**src/rtl/stage_sequencer_pkg.sv**
```systemverilog
// -----------------------------------------------------------------------------
// stage_sequencer_pkg
// Shared definitions for the instruction stage sequencer:
//   - state_e      : 3-bit FSM state encoding S_PCF..S_HALT
//   - WORD_DEF     : default counter width
//   - NUM_WB_DEF   : default number of write-back channels
//   - WB_REG/WB_MEM/WB_FLAG : customary channel indices
// -----------------------------------------------------------------------------
package stage_sequencer_pkg;

   typedef enum logic [2:0] {
      S_PCF   = 3'd0,
      S_FETCH = 3'd1,
      S_REG   = 3'd2,
      S_EXEC  = 3'd3,
      S_WBI   = 3'd4,
      S_WBW   = 3'd5,
      S_PCWB  = 3'd6,
      S_HALT  = 3'd7
   } state_e;

   localparam int WORD_DEF   = 16;
   localparam int NUM_WB_DEF = 3;

   localparam int WB_REG  = 0;
   localparam int WB_MEM  = 1;
   localparam int WB_FLAG = 2;

   function automatic logic is_busy(input state_e s);
      return (s != S_PCF) && (s != S_HALT);
   endfunction

endpackage

```
**src/rtl/stage_sequencer_wb_tracker.sv**
```systemverilog
// -----------------------------------------------------------------------------
// stage_sequencer_wb_tracker  (the wb_tracker of the stage sequencer)
// Holds the latched write-back request set, generates the one-cycle wb_tr
// strobes, tracks which channels still await an acknowledge, and reports
// when every requested channel is done.
// Optional watchdog, enabled by defining SEQ_WB_TIMEOUT_EN: counts cycles
// spent waiting in S_WBW and flags wd_expire / sticky wb_timeout.
//
// Ports:
//   clk, rst     : clock, synchronous active-high reset
//   state        : current sequencer state
//   wb_req       : per-channel requests, latched while in S_EXEC
//   wb_ack       : per-channel acknowledges
//   wb_tr        : strobes, equal to the latched request in S_WBI
//   wb_pending   : channels still awaiting acknowledge
//   wb_done      : no channel remains once this cycle's acks are applied
//   wd_expire    : watchdog fires this cycle (0 when feature disabled)
//   wb_timeout   : sticky watchdog flag (0 when feature disabled)
// -----------------------------------------------------------------------------
module stage_sequencer_wb_tracker
   import stage_sequencer_pkg::*;
#(
   parameter int NUM_WB = NUM_WB_DEF
`ifdef SEQ_WB_TIMEOUT_EN
   , parameter int WB_TIMEOUT = 15
`endif
) (
   input  logic              clk,
   input  logic              rst,
   input  state_e            state,
   input  logic [NUM_WB-1:0] wb_req,
   input  logic [NUM_WB-1:0] wb_ack,
   output logic [NUM_WB-1:0] wb_tr,
   output logic [NUM_WB-1:0] wb_pending,
   output logic              wb_done,
   output logic              wd_expire,
   output logic              wb_timeout
);

   logic [NUM_WB-1:0] req_q;
   logic [NUM_WB-1:0] rem;

   // In the strobe cycle the latched request is the outstanding set, so an
   // ack arriving together with its strobe already counts.
   assign rem     = ((state == S_WBI) ? req_q : wb_pending) & ~wb_ack;
   assign wb_done = (rem == '0);
   assign wb_tr   = (state == S_WBI) ? req_q : '0;

`ifdef SEQ_WB_TIMEOUT_EN
   localparam int WDW = (WB_TIMEOUT > 1) ? $clog2(WB_TIMEOUT) : 1;

   logic [WDW-1:0] wd_cnt;

   // wd_cnt is 0 in the first S_WBW cycle, so expiry lands after exactly
   // WB_TIMEOUT waiting cycles. A final ack in that cycle still wins.
   assign wd_expire = (state == S_WBW) && !wb_done &&
                      (wd_cnt == WDW'(WB_TIMEOUT - 1));

   always_ff @(posedge clk) begin
      if (rst) begin
         wd_cnt     <= '0;
         wb_timeout <= 1'b0;
      end else begin
         if (state == S_WBI)
            wd_cnt <= '0;
         else if (state == S_WBW)
            wd_cnt <= wd_cnt + 1'b1;
         if (wd_expire)
            wb_timeout <= 1'b1;
      end
   end
`else
   assign wd_expire  = 1'b0;
   assign wb_timeout = 1'b0;
`endif

   always_ff @(posedge clk) begin
      if (rst) begin
         req_q      <= '0;
         wb_pending <= '0;
      end else begin
         if (state == S_EXEC)
            req_q <= wb_req;
         if ((state == S_WBI) || (state == S_WBW))
            wb_pending <= wd_expire ? '0 : rem;
      end
   end

endmodule

```
**src/rtl/stage_sequencer.sv**
```systemverilog
// -----------------------------------------------------------------------------
// stage_sequencer
// Per-instruction stage controller: PC fetch -> instruction fetch ->
// register read -> decode/execute -> write-back -> PC write-back, with
// run/halt control, cycle and retired-instruction counters and NUM_WB
// independent write-back channels (request/acknowledge).
// Optional write-back watchdog: define SEQ_WB_TIMEOUT_EN (adds WB_TIMEOUT).
//
//   state  | meaning
//   S_PCF  | PC fetch; waits here while run=0
//   S_FETCH| instruction fetch
//   S_REG  | register read
//   S_EXEC | decode/execute; write-back requests latched
//   S_WBI  | write-back strobe cycle
//   S_WBW  | waiting for remaining acknowledges
//   S_PCWB | PC write-back; instruction retires; halt_req sampled
//   S_HALT | stopped until reset
//
// Ports:
//   clk, rst      : clock, synchronous active-high reset
//   run           : start/continue, sampled in S_PCF
//   halt_req      : stop after this instruction, sampled in S_PCWB
//   wb_req/wb_ack : per-channel write-back request / done
//   pc_fetch, fetch_tr, reg_tr, dne_tr, pc_wb_tr : stage indicators
//   wb_tr         : per-channel write-back strobes
//   busy, halted  : status
//   wb_pending    : channels awaiting acknowledge
//   cycles        : free-running cycle count (wraps)
//   instr_count   : retired instructions (wraps)
//   wb_timeout    : sticky watchdog flag (0 unless SEQ_WB_TIMEOUT_EN)
// -----------------------------------------------------------------------------
module stage_sequencer
   import stage_sequencer_pkg::*;
#(
   parameter int WORD   = WORD_DEF,
   parameter int NUM_WB = NUM_WB_DEF
`ifdef SEQ_WB_TIMEOUT_EN
   , parameter int WB_TIMEOUT = 15
`endif
) (
   input  logic              clk,
   input  logic              rst,
   input  logic              run,
   input  logic              halt_req,
   input  logic [NUM_WB-1:0] wb_req,
   input  logic [NUM_WB-1:0] wb_ack,
   output logic              pc_fetch,
   output logic              fetch_tr,
   output logic              reg_tr,
   output logic              dne_tr,
   output logic [NUM_WB-1:0] wb_tr,
   output logic              pc_wb_tr,
   output logic              busy,
   output logic              halted,
   output logic [NUM_WB-1:0] wb_pending,
   output logic [WORD-1:0]   cycles,
   output logic [WORD-1:0]   instr_count,
   output logic              wb_timeout
);

   state_e state;
   logic   wb_done;
   logic   wd_expire;

   stage_sequencer_wb_tracker #(
      .NUM_WB     (NUM_WB)
`ifdef SEQ_WB_TIMEOUT_EN
      , .WB_TIMEOUT (WB_TIMEOUT)
`endif
   ) u_wb_tracker (
      .clk        (clk),
      .rst        (rst),
      .state      (state),
      .wb_req     (wb_req),
      .wb_ack     (wb_ack),
      .wb_tr      (wb_tr),
      .wb_pending (wb_pending),
      .wb_done    (wb_done),
      .wd_expire  (wd_expire),
      .wb_timeout (wb_timeout)
   );

   always_ff @(posedge clk) begin
      if (rst) begin
         state       <= S_PCF;
         cycles      <= '0;
         instr_count <= '0;
      end else begin
         cycles <= cycles + 1'b1;
         case (state)
            S_PCF:   if (run) state <= S_FETCH;
            S_FETCH: state <= S_REG;
            S_REG:   state <= S_EXEC;
            S_EXEC:  state <= S_WBI;
            S_WBI:   state <= wb_done ? S_PCWB : S_WBW;
            S_WBW: begin
               if (wd_expire)
                  state <= S_HALT;
               else if (wb_done)
                  state <= S_PCWB;
            end
            S_PCWB: begin
               instr_count <= instr_count + 1'b1;
               state       <= halt_req ? S_HALT : S_PCF;
            end
            S_HALT:  state <= S_HALT;
            default: state <= S_PCF;
         endcase
      end
   end

   assign pc_fetch = (state == S_PCF);
   assign fetch_tr = (state == S_FETCH);
   assign reg_tr   = (state == S_REG);
   assign dne_tr   = (state == S_EXEC);
   assign pc_wb_tr = (state == S_PCWB);
   assign halted   = (state == S_HALT);
   assign busy     = is_busy(state);

endmodule

```
**config.mk**
```make
export PLATFORM = sky130hd
export DESIGN_NAME = stage_sequencer
export DESIGN_NICKNAME = d
export VERILOG_FILES = /design/src/rtl/stage_sequencer_pkg.sv /design/src/rtl/stage_sequencer_wb_tracker.sv /design/src/rtl/stage_sequencer.sv
export SDC_FILE = /design/constraint.sdc
export NUM_CORES = 1
export LEC_CHECK = 0
export ABC_CLOCK_PERIOD_IN_PS = 5000
export BUFFER_PORTS_ARGS = -buffer_cell sky130_fd_sc_hd__buf_2
export CAP_MARGIN = 20
export CORE_ASPECT_RATIO = 0.8
export CORE_MARGIN = 1
export CORE_UTILIZATION = 55
export DETAILED_ROUTE_END_ITERATION = 16
export PLACE_DENSITY = 0.85
export SLEW_MARGIN = 20
export SYNTH_ARGS = -nofsm -noshare
export SYNTH_HDL_FRONTEND = slang
export SYNTH_SLANG_ARGS = --single-unit
```
**constraint.sdc**
```tcl
create_clock -name clk -period 5 [get_ports clk]
set_clock_uncertainty 0.05 [all_clocks]
set_input_delay 0 -clock clk [delete_from_list [all_inputs] [get_ports clk]]
set_output_delay 0 -clock clk [all_outputs]
set_load 0.01 [all_outputs]
```
==> results of run 1 <==
## cell type report
type                       instances  area (sq um)
multi-input combinational        167          1000
tap                               40          50.0
timing repair buffer              59           320
clock inverter                     2          10.0
clock buffer                       6          72.6
inverter                           3          11.3
fill                             279           887
sequential                        41           821
## worst max-delay path: cells and delay by family (launching register included)
family          cells  cell delay (ps)
flops               1              540
compound gates      2              520
simple gates        1              440
mux                 1              380
## metal layers
metal / share of wire / routed length [microns] / GRT usage / vias to the layer above
li1: - / - / - / 882
met3: 0.045 / 175 / 0.0542 / 7
met5: 0 / 0 / 0 / -
met1: 0.52 / 2010 / 0.286 / 781
met4: 0.012 / 46 / 0.0780 / 0
met2: 0.42 / 1630 / 0.315 / 42
## synthesized netlist by cell type
| library cell | number | share of area |
|---|---|---|
| and2_1 | 5 | 0.017 |
| and3b_1 | 1 | 0.0046 |
| mux2_2 | 1 | 0.0059 |
| xnor2_1 | 4 | 0.018 |
| nor4_1 | 1 | 0.0033 |
| nor3b_2 | 1 | 0.0066 |
| o211a_1 | 1 | 0.0053 |
| or3_4 | 1 | 0.0059 |
| and4_1 | 4 | 0.018 |
| nand3_1 | 9 | 0.024 |
| nor2_1 | 24 | 0.048 |
| inv_1 | 3 | 0.0059 |
| and3_2 | 1 | 0.0040 |
| and3_1 | 3 | 0.0099 |
| ha_1 | 2 | 0.013 |
| buf_2 | 2 | 0.0053 |
| o21bai_1 | 1 | 0.0040 |
| o21ai_0 | 14 | 0.037 |
| nor3_1 | 2 | 0.0053 |
| and4b_1 | 1 | 0.0053 |
| nor2b_1 | 4 | 0.013 |
| or3_2 | 2 | 0.0079 |
| buf_6 | 1 | 0.0059 |
| buf_4 | 2 | 0.0079 |
| or4_1 | 3 | 0.012 |
| xor2_1 | 14 | 0.065 |
| nand4_1 | 8 | 0.026 |
| clkbuf_1 | 6 | 0.012 |
| o31ai_1 | 2 | 0.0079 |
| nor3b_1 | 1 | 0.0040 |
| dfxtp_1 | 41 | 0.43 |
| a21oi_1 | 19 | 0.050 |
| conb_1 | 1 | 0.0020 |
| nor4b_1 | 1 | 0.0046 |
| nand2_1 | 20 | 0.040 |
| or3_1 | 7 | 0.023 |
| nand2b_1 | 4 | 0.013 |
| nand3_2 | 1 | 0.0053 |
| mux2i_1 | 3 | 0.016 |
| a211o_1 | 1 | 0.0046 |
## kinds of logic (layout without fill, tap and decap cells)
group / Yosys count / count (layout)
and+or+nand+nor: 104 / 104
buffers and inverters: 14 / 70
adders and majority gates: 2 / 2
muxes: 4 / 4
DFF: 41 / 41
other: 1 / 1
xor gates and xnor gates: 18 / 18
AOI/OAI and AO/OA: 38 / 38
## worst max-delay path by stage
stage / start / endpoint / slack [ps]
6_report: state[2] / state[0] / 2960
3_5_place_dp: state[2] / state[0] / 2980
4_1_cts: state[2] / state[0] / 2970
5_1_grt: state[2] / state[0] / 2850
3_3_place_gp: state[2] / state[0] / 3040
2_1_floorplan: state[1] / state[0] / 3240
## power breakdown
group,internal (mW),switching [mW]
clock,0.0967,0.109
combinational,0.0218,0.0256
sequential,0.332,0.0102
## metrics by stage
| step | util | hold slack [ps] |
|---|---|---|
| floorplan | - | 86.0 |
| global placement | 0.679 | 209 |
| detailed placement | 0.679 | 204 |
| CTS | 0.721 | 75.5 |
| global route | 0.721 | 123 |
| finish | 0.721 | 82.8 |
## registers in the layout, summed over array words and instances, names as in the netlist
signal	count
cycles	16
instr_count	16
state	3
u_wb_tracker.req_q	3
u_wb_tracker.wb_pending	3
## placed cells by master, fill, tap and decap left out, types with 3 or more instances in the layout
master and n:
or3_1 7, and3_1 3, or4_1 3, dfxtp_1 41, buf_2 54, xor2_1 14
inv_1 3, nand2_1 20, dlygate4sd3_1 5, nor2b_1 4, nor2_1 24, nand2b_1 4
clkbuf_8 5, a21oi_1 19, and2_1 5, and4_1 4, mux2i_1 3, nand3_1 9
xnor2_1 4, o21ai_0 14, nand4_1 8
## what timing repair did
item,4_1_cts,5_1_grt
gates resized for setup,0,0
endpoints found under the hold margin,5,0
hold buffers,5,0
==> impl_metrics.env, run 1 <==
export IMPL_r2r_slack_ps=2960
export IMPL_fin_crit_sh=0.407
export IMPL_setup_worst_path_end_class="flop"
export IMPL_drv_slew=0
export IMPL_crit_fanout=15
export IMPL_pre_cts_ws_ps=2980
export IMPL_netlist_area_sq_mm=0.00189
export IMPL_finalHoldViolCount=0
export IMPL_place_area_sq_mm=0.00216
export IMPL_synth_compound_area_frac=0.109
export IMPL_synth_fa_ha_area_frac=0.0132
export IMPL_setup_slack_ps=2960
export IMPL_ys_ff_latch=41
export IMPL_stdcell_count=318
export IMPL_cts_tree="built"
export IMPL_clk_pin_slew_ps=70
export IMPL_drt_initial_drc_count=64
export IMPL_powerDensity_mw_per_mm2=260
export IMPL_final_setup_tns_ps=0
export IMPL_setup_viol=0
export IMPL_portBuffers=54
export IMPL_irDropWorstVdd_v=0.000169
export IMPL_ios=56
export IMPL_yosysSeqAreaShare=0.433
export IMPL_worstSetupStartpointType="flop"
export IMPL_std_cell_rows=18
export IMPL_grt_setup_unrepaired="no"
export IMPL_drt_pass1_iterations=4
export IMPL_drv_cap=0
export IMPL_cts_sinks=41
export IMPL_synthMuxAreaShare=0.0218
export IMPL_clock_latency_ps=290
export IMPL_hpwl_microns=2700
export IMPL_crit_slowest_cell="dfxtp_1"
export IMPL_path_class="reg -> reg"
export IMPL_area_delta_synth_final_pct=20.8
export IMPL_hold_path_depth=4
export IMPL_cts_buffers=5
export IMPL_finalPower_mw=0.596
export IMPL_cp_cell_sequence="nor3b_2, mux2_2, a211o_1, o211a_1"
export IMPL_p_leak_nw=0.983
export IMPL_netlist_instances=222
export IMPL_post_cts_buffers=0
export IMPL_core_sq_mm=0.00318
export IMPL_htreeDepth=2
export IMPL_max_stage_delay_ps=540
export IMPL_min_delay_start="run"
export IMPL_regToRegEndpoint="state[0]"
export IMPL_rr_worst_depth=4
export IMPL_clock_fmax_ghz=0.491
export IMPL_synth_simple_gate_area_frac=0.301
export IMPL_synth_top_family_by_area="simple AND/OR/NAND/NOR gates"
export IMPL_syn_num_nets=234
export IMPL_track_usage=0.209
export IMPL_status="completed"
export IMPL_antenna_found_initial=0
export IMPL_dp_cells=305
export IMPL_hold_end="state[0]"
export IMPL_start_util=0.597
export IMPL_max_slew_margin_rel=0.520
export IMPL_ys_warn_count=0
export IMPL_ys_types=40
export IMPL_die_area_sq_mm=0.00368
export IMPL_fin_crit_ps=2040
export IMPL_postSynthAreaPerCell_sq_um=8.53
export IMPL_worstMarginPinSlew_ps=720
export IMPL_nets=289
export IMPL_drt_vias_per_instance=5.38
export IMPL_arrival_ps=2170
export IMPL_die_width_microns=67.6
export IMPL_drc=0
export IMPL_routed_wirelength_microns=3860
export IMPL_grt_start_max_net_pins=42
export IMPL_grt_pass1_vias=1324
export IMPL_drive_gt1_frac=0.245
export IMPL_num_antenna_cells=0
export IMPL_drtAntennaViolNets=0
export IMPL_hp_class="in -> reg"
export IMPL_cts_root_buf="clkbuf_8"
export IMPL_regToRegStartpoint="state[2]"
export IMPL_clk_path_buf_depth=2
export IMPL_vias=1712
export IMPL_synth_xor_area_share=0.0832
export IMPL_cp_data_required_time_ps=5130
export IMPL_gp_congestion=0.760
export IMPL_globalRouteOverflowTotal=0
export IMPL_grt_pass1_wl_microns=5730
export IMPL_final_area_sq_mm=0.00229
export IMPL_wl_per_cell_microns=12.1
export IMPL_die_h_microns=54.5
Note: power is estimated with default switching activity, not from simulation.
==> inputs of run 2 (changes only) <==
Settings changed: ABC_CLOCK_PERIOD_IN_PS 5000 to 1750, CORE_UTILIZATION 55 to 46, PLACE_DENSITY 0.85 to 0.76.
Clock period 5 ns to 1.75 ns, I/O delays scaled along.
==> impl_metrics.env, run 2 (same netlist as run 1, synthesis figures left out) <==
export IMPL_area_delta_synth_final_pct=30.5
export IMPL_setup_slack_ps=124
export IMPL_r2r_slack_ps=120
export IMPL_drv_slew=0
export IMPL_die_area_sq_mm=0.00438
export IMPL_rr_worst_depth=4
export IMPL_cts_buffers=5
export IMPL_powerDensity_mw_per_mm2=698
export IMPL_track_usage=0.210
export IMPL_cp_data_required_time_ps=1910
export IMPL_htreeDepth=2
export IMPL_final_area_sq_mm=0.00247
export IMPL_irDropWorstVdd_v=0.000557
export IMPL_post_route_util=0.637
export IMPL_nets=310
export IMPL_vias=1795
export IMPL_clock_latency_ps=280
export IMPL_final_common_cell="buf_2"
export IMPL_hpwl_microns=3200
export IMPL_regToRegEndpoint="instr_count[15]"
export IMPL_path_class="reg -> reg"
export IMPL_crit_slowest_cell="or4_1"
export IMPL_setup_worst_path_end_class="flop"
export IMPL_cp_cell_sequence="and4b_1, nand4_1, or4_1, a21oi_1"
export IMPL_top_regs="cycles (16), instr_count (16)"
export IMPL_setup_viol=0
export IMPL_p_leak_nw=1.09
export IMPL_stdcell_count=354
export IMPL_crit_start="state[0]"
export IMPL_std_cell_rows=20
export IMPL_ios=56
export IMPL_core_sq_mm=0.00388
export IMPL_die_width_microns=73.7
export IMPL_clk_path_buf_depth=2
export IMPL_drt_initial_drc_count=83
export IMPL_grt_pass1_vias=1583
export IMPL_drive_gt1_frac=0.301
export IMPL_routed_wirelength_microns=4320
export IMPL_clock_fmax_ghz=0.615
export IMPL_final_setup_tns_ps=0
export IMPL_grt_pass1_wl_microns=7000
export IMPL_drt_pass1_iterations=4
export IMPL_regToRegStartpoint="state[0]"
export IMPL_arrival_ps=1790
export IMPL_worstSetupStartpointType="flop"
export IMPL_cts_tree="built"
export IMPL_antenna_found_initial=0
export IMPL_drt_vias_per_instance=5.07
export IMPL_drtAntennaViolNets=0
export IMPL_hp_class="in -> reg"
export IMPL_cts_root_buf="clkbuf_8"
export IMPL_crit_fanout=6
export IMPL_place_area_sq_mm=0.00234
export IMPL_mostFrequentLayoutCells="buf_2, dfxtp_1, nor2_1"
export IMPL_crit_end="instr_count[15]"
export IMPL_cts_sinks=41
export IMPL_globalRouteOverflowTotal=0
export IMPL_clk_pin_slew_ps=80
export IMPL_drv_cap=0
export IMPL_post_cts_buffers=0
export IMPL_gp_congestion=0.769
export IMPL_pre_cts_ws_ps=106
export IMPL_drc=0
export IMPL_start_util=0.488
export IMPL_die_h_microns=59.4
export IMPL_portBuffers=54
export IMPL_fin_crit_ps=1630
export IMPL_max_stage_delay_ps=500
export IMPL_grt_start_max_net_pins=27
export IMPL_num_antenna_cells=0
export IMPL_wl_per_cell_microns=12.2
export IMPL_dp_cells=341
export IMPL_fin_crit_sh=0.929
export IMPL_finalHoldViolCount=0
export IMPL_status="completed"
export IMPL_grt_setup_unrepaired="no"
## run 2: worst min path at each step
stage | startpoint | end | slack [ps] | depth (start not counted)
global route | rst | cycles[11] | 20 | 2
CTS | rst | cycles[8] | 10 | 2
detailed placement | wb_req[1] | u_wb_tracker.req_q[1] | 210 | 3
finish | rst | cycles[11] | 10 | 2
floorplan | wb_req[0] | u_wb_tracker.req_q[0] | 90 | 2
global placement | wb_req[1] | u_wb_tracker.req_q[1] | 200 | 3
## run 2: final cells by class
type,instances,area (sq um)
fill,366,1410
sequential,41,822
inverter,3,11.3
tap,55,68.8
timing repair buffer,80,478
clock inverter,2,10.0
multi-input combinational,167,1010
clock buffer,6,72.6
## run 2: timing repair
action                                 4_1_cts  5_1_grt
setup endpoints to repair                    0        1
hold buffers                                 5        0
gates resized for setup                      0        1
endpoints found under the hold margin        5        0
## run 2: routing by layer
metal | global-route usage | share of wire | wire, microns
met5 | 0 | 0 | 0
met4 | 0.0687 | 0.0060 | 26
met3 | 0.0527 | 0.036 | 157
met2 | 0.338 | 0.46 | 1990
met1 | 0.276 | 0.50 | 2140
## run 2: stage by stage
| stage | hold WS, ps | total power [mW] |
|---|---|---|
| after floorplan | 86.0 | 1.09 |
| after global placement | 198 | 1.16 |
| after detailed placement | 205 | 1.16 |
| after CTS | 12.8 | 1.74 |
| after global routing | 21.7 | 1.81 |
| final | 10.2 | 1.73 |
## run 2: worst max-delay path: cells and delay by family (launching register included)
kind	cells	cell delay (ps)
compound gates	1	150
flops	1	380
simple gates	3	980
## run 2: where the power goes
| part | internal (mW) | switching (mW) | leakage [nW] |
|---|---|---|---|
| clock network | 0.276 | 0.304 | 0.0450 |
| registers | 0.949 | 0.0203 | 0.332 |
| logic | 0.0831 | 0.0915 | 0.715 |
| total | 1.31 | 0.416 | 1.09 |
==> inputs of run 3 (changes only) <==
==> constraint.sdc (replaced) <==
create_clock -name clk -period 1.75 [get_ports clk]
set_clock_uncertainty 0.05 [all_clocks]
set_input_delay 0.2625 -clock clk [delete_from_list [all_inputs] [get_ports clk]]
set_output_delay 0.2625 -clock clk [all_outputs]
set_load 0.01 [all_outputs]
==> impl_metrics.env, run 3 (same netlist as run 1, synthesis figures left out) <==
export IMPL_status="completed"
export IMPL_routed_wirelength_microns=4020
export IMPL_crit_slowest_cell="or4_1"
export IMPL_std_cell_rows=20
export IMPL_place_area_sq_mm=0.00233
export IMPL_nets=304
export IMPL_finalHoldViolCount=0
export IMPL_cts_buffers=5
export IMPL_portBuffers=54
export IMPL_clk_path_buf_depth=2
export IMPL_drt_vias_per_instance=5.06
export IMPL_fin_crit_sh=0.947
export IMPL_drc=0
export IMPL_grt_start_max_net_pins=41
export IMPL_fin_crit_ps=1660
export IMPL_mostFrequentLayoutCells="buf_2, dfxtp_1, nor2_1"
export IMPL_grt_pass1_vias=1491
export IMPL_stdcell_count=347
export IMPL_final_area_sq_mm=0.00243
export IMPL_die_width_microns=73.7
export IMPL_drt_pass1_iterations=4
export IMPL_whs_ps=167
export IMPL_cp_cell_sequence="nand3_2, or3_4, or4_1, a21oi_1"
export IMPL_ios=56
export IMPL_post_route_util=0.625
export IMPL_p_leak_nw=1.06
export IMPL_cts_root_buf="clkbuf_8"
export IMPL_path_class="reg -> reg"
export IMPL_drt_initial_drc_count=103
export IMPL_finalPower_mw=1.74
export IMPL_top_regs="cycles (16), instr_count (16)"
export IMPL_rr_worst_depth=4
export IMPL_setup_viol=0
export IMPL_final_common_cell="buf_2"
export IMPL_start_util=0.488
export IMPL_cts_tree="built"
export IMPL_powerDensity_mw_per_mm2=716
export IMPL_hp_class="in -> reg"
export IMPL_cts_sinks=41
export IMPL_cts_hold_buf=0
export IMPL_max_stage_delay_ps=470
export IMPL_post_cts_resize_count=0
export IMPL_clock_fmax_ghz=0.604
export IMPL_hpwl_microns=3030
export IMPL_core_sq_mm=0.00388
export IMPL_track_usage=0.204
export IMPL_setup_slack_ps=93.2
export IMPL_antenna_found_initial=0
export IMPL_gp_congestion=0.771
export IMPL_clock_latency_ps=290
export IMPL_crit_fanout=5
export IMPL_irDropWorstVdd_v=0.000426
export IMPL_nFillCells=348
export IMPL_globalRouteOverflowTotal=0
export IMPL_dp_cells=340
export IMPL_arrival_ps=1820
export IMPL_num_antenna_cells=0
export IMPL_final_setup_tns_ps=0
export IMPL_die_area_sq_mm=0.00438
export IMPL_post_cts_buffers=0
export IMPL_vias=1755
export IMPL_cp_data_required_time_ps=1920
export IMPL_area_delta_synth_final_pct=28.1
export IMPL_drtAntennaViolNets=0
export IMPL_grt_pass1_wl_microns=6770
export IMPL_setup_worst_path_end_class="flop"
export IMPL_drive_gt1_frac=0.308
export IMPL_clk_pin_slew_ps=70
export IMPL_htreeDepth=2
export IMPL_drv_cap=0
export IMPL_grt_setup_unrepaired="no"
export IMPL_pre_cts_ws_ps=94.4
export IMPL_hold_path_depth=3
export IMPL_drv_slew=0
export IMPL_die_h_microns=59.4
export IMPL_wl_per_cell_microns=11.6
export IMPL_worstSetupStartpointType="flop"
[run 3: cell types whose count changed in the layout (fill, tap and decap cells not counted)]
cell / previous run / this run
nor2_1: 24 / 23
buf_4: 21 / 20
nor3_2: 0 / 1
nor3_1: 2 / 1
clkbuf_8: 5 / 6
nor2_2: 0 / 1
dlygate4sd3_1: 5 / 0
clkinv_2: 2 / 0
[run 3: worst paths after layout]
path | endpoint | from | slack [ps]
setup reg to reg | cycles[15] | cycles[4] | 90
hold reg to reg | u_wb_tracker.wb_pending[2] | u_wb_tracker.wb_pending[2] | 420
setup / recovery | cycles[15] | cycles[4] | 90
hold / removal | u_wb_tracker.req_q[1] | wb_req[1] | 170
[run 3: where the power goes]
| group | total (mW) | internal (mW) | switching, mW |
|---|---|---|---|
| clock network | 0.601 | 0.312 | 0.288 |
| registers | 0.970 | 0.950 | 0.0202 |
| logic | 0.166 | 0.0761 | 0.0902 |
[run 3: critical path: cells and delay by family, from the launching register on]
kind / cells / cell delay, ps
AO/OA/AOI/OAI: 1 / 150
flip-flops: 1 / 390
AND/OR/NAND/NOR: 3 / 1000
[run 3: metal layers]
metal / part of all wire / global-route usage / routed length, microns / vias up
met5: 0 / 0 / 0 / -
met4: 0.013 / 0.0907 / 53 / 0
met3: 0.058 / 0.0459 / 233 / 5
met2: 0.42 / 0.295 / 1690 / 48
met1: 0.51 / 0.291 / 2050 / 793
li1: - / - / - / 909
[run 3: area by class of cell]
cell class / instances / area [sq um] / share of cell area
multi-input cells: 167 / 1020 / 0.419
flip-flops and latches: 41 / 822 / 0.339
repair buffers: 74 / 420 / 0.173
clock buffers: 7 / 86.3 / 0.0356
well taps: 55 / 68.8 / 0.0284
inverters: 3 / 11.3 / 0.00464
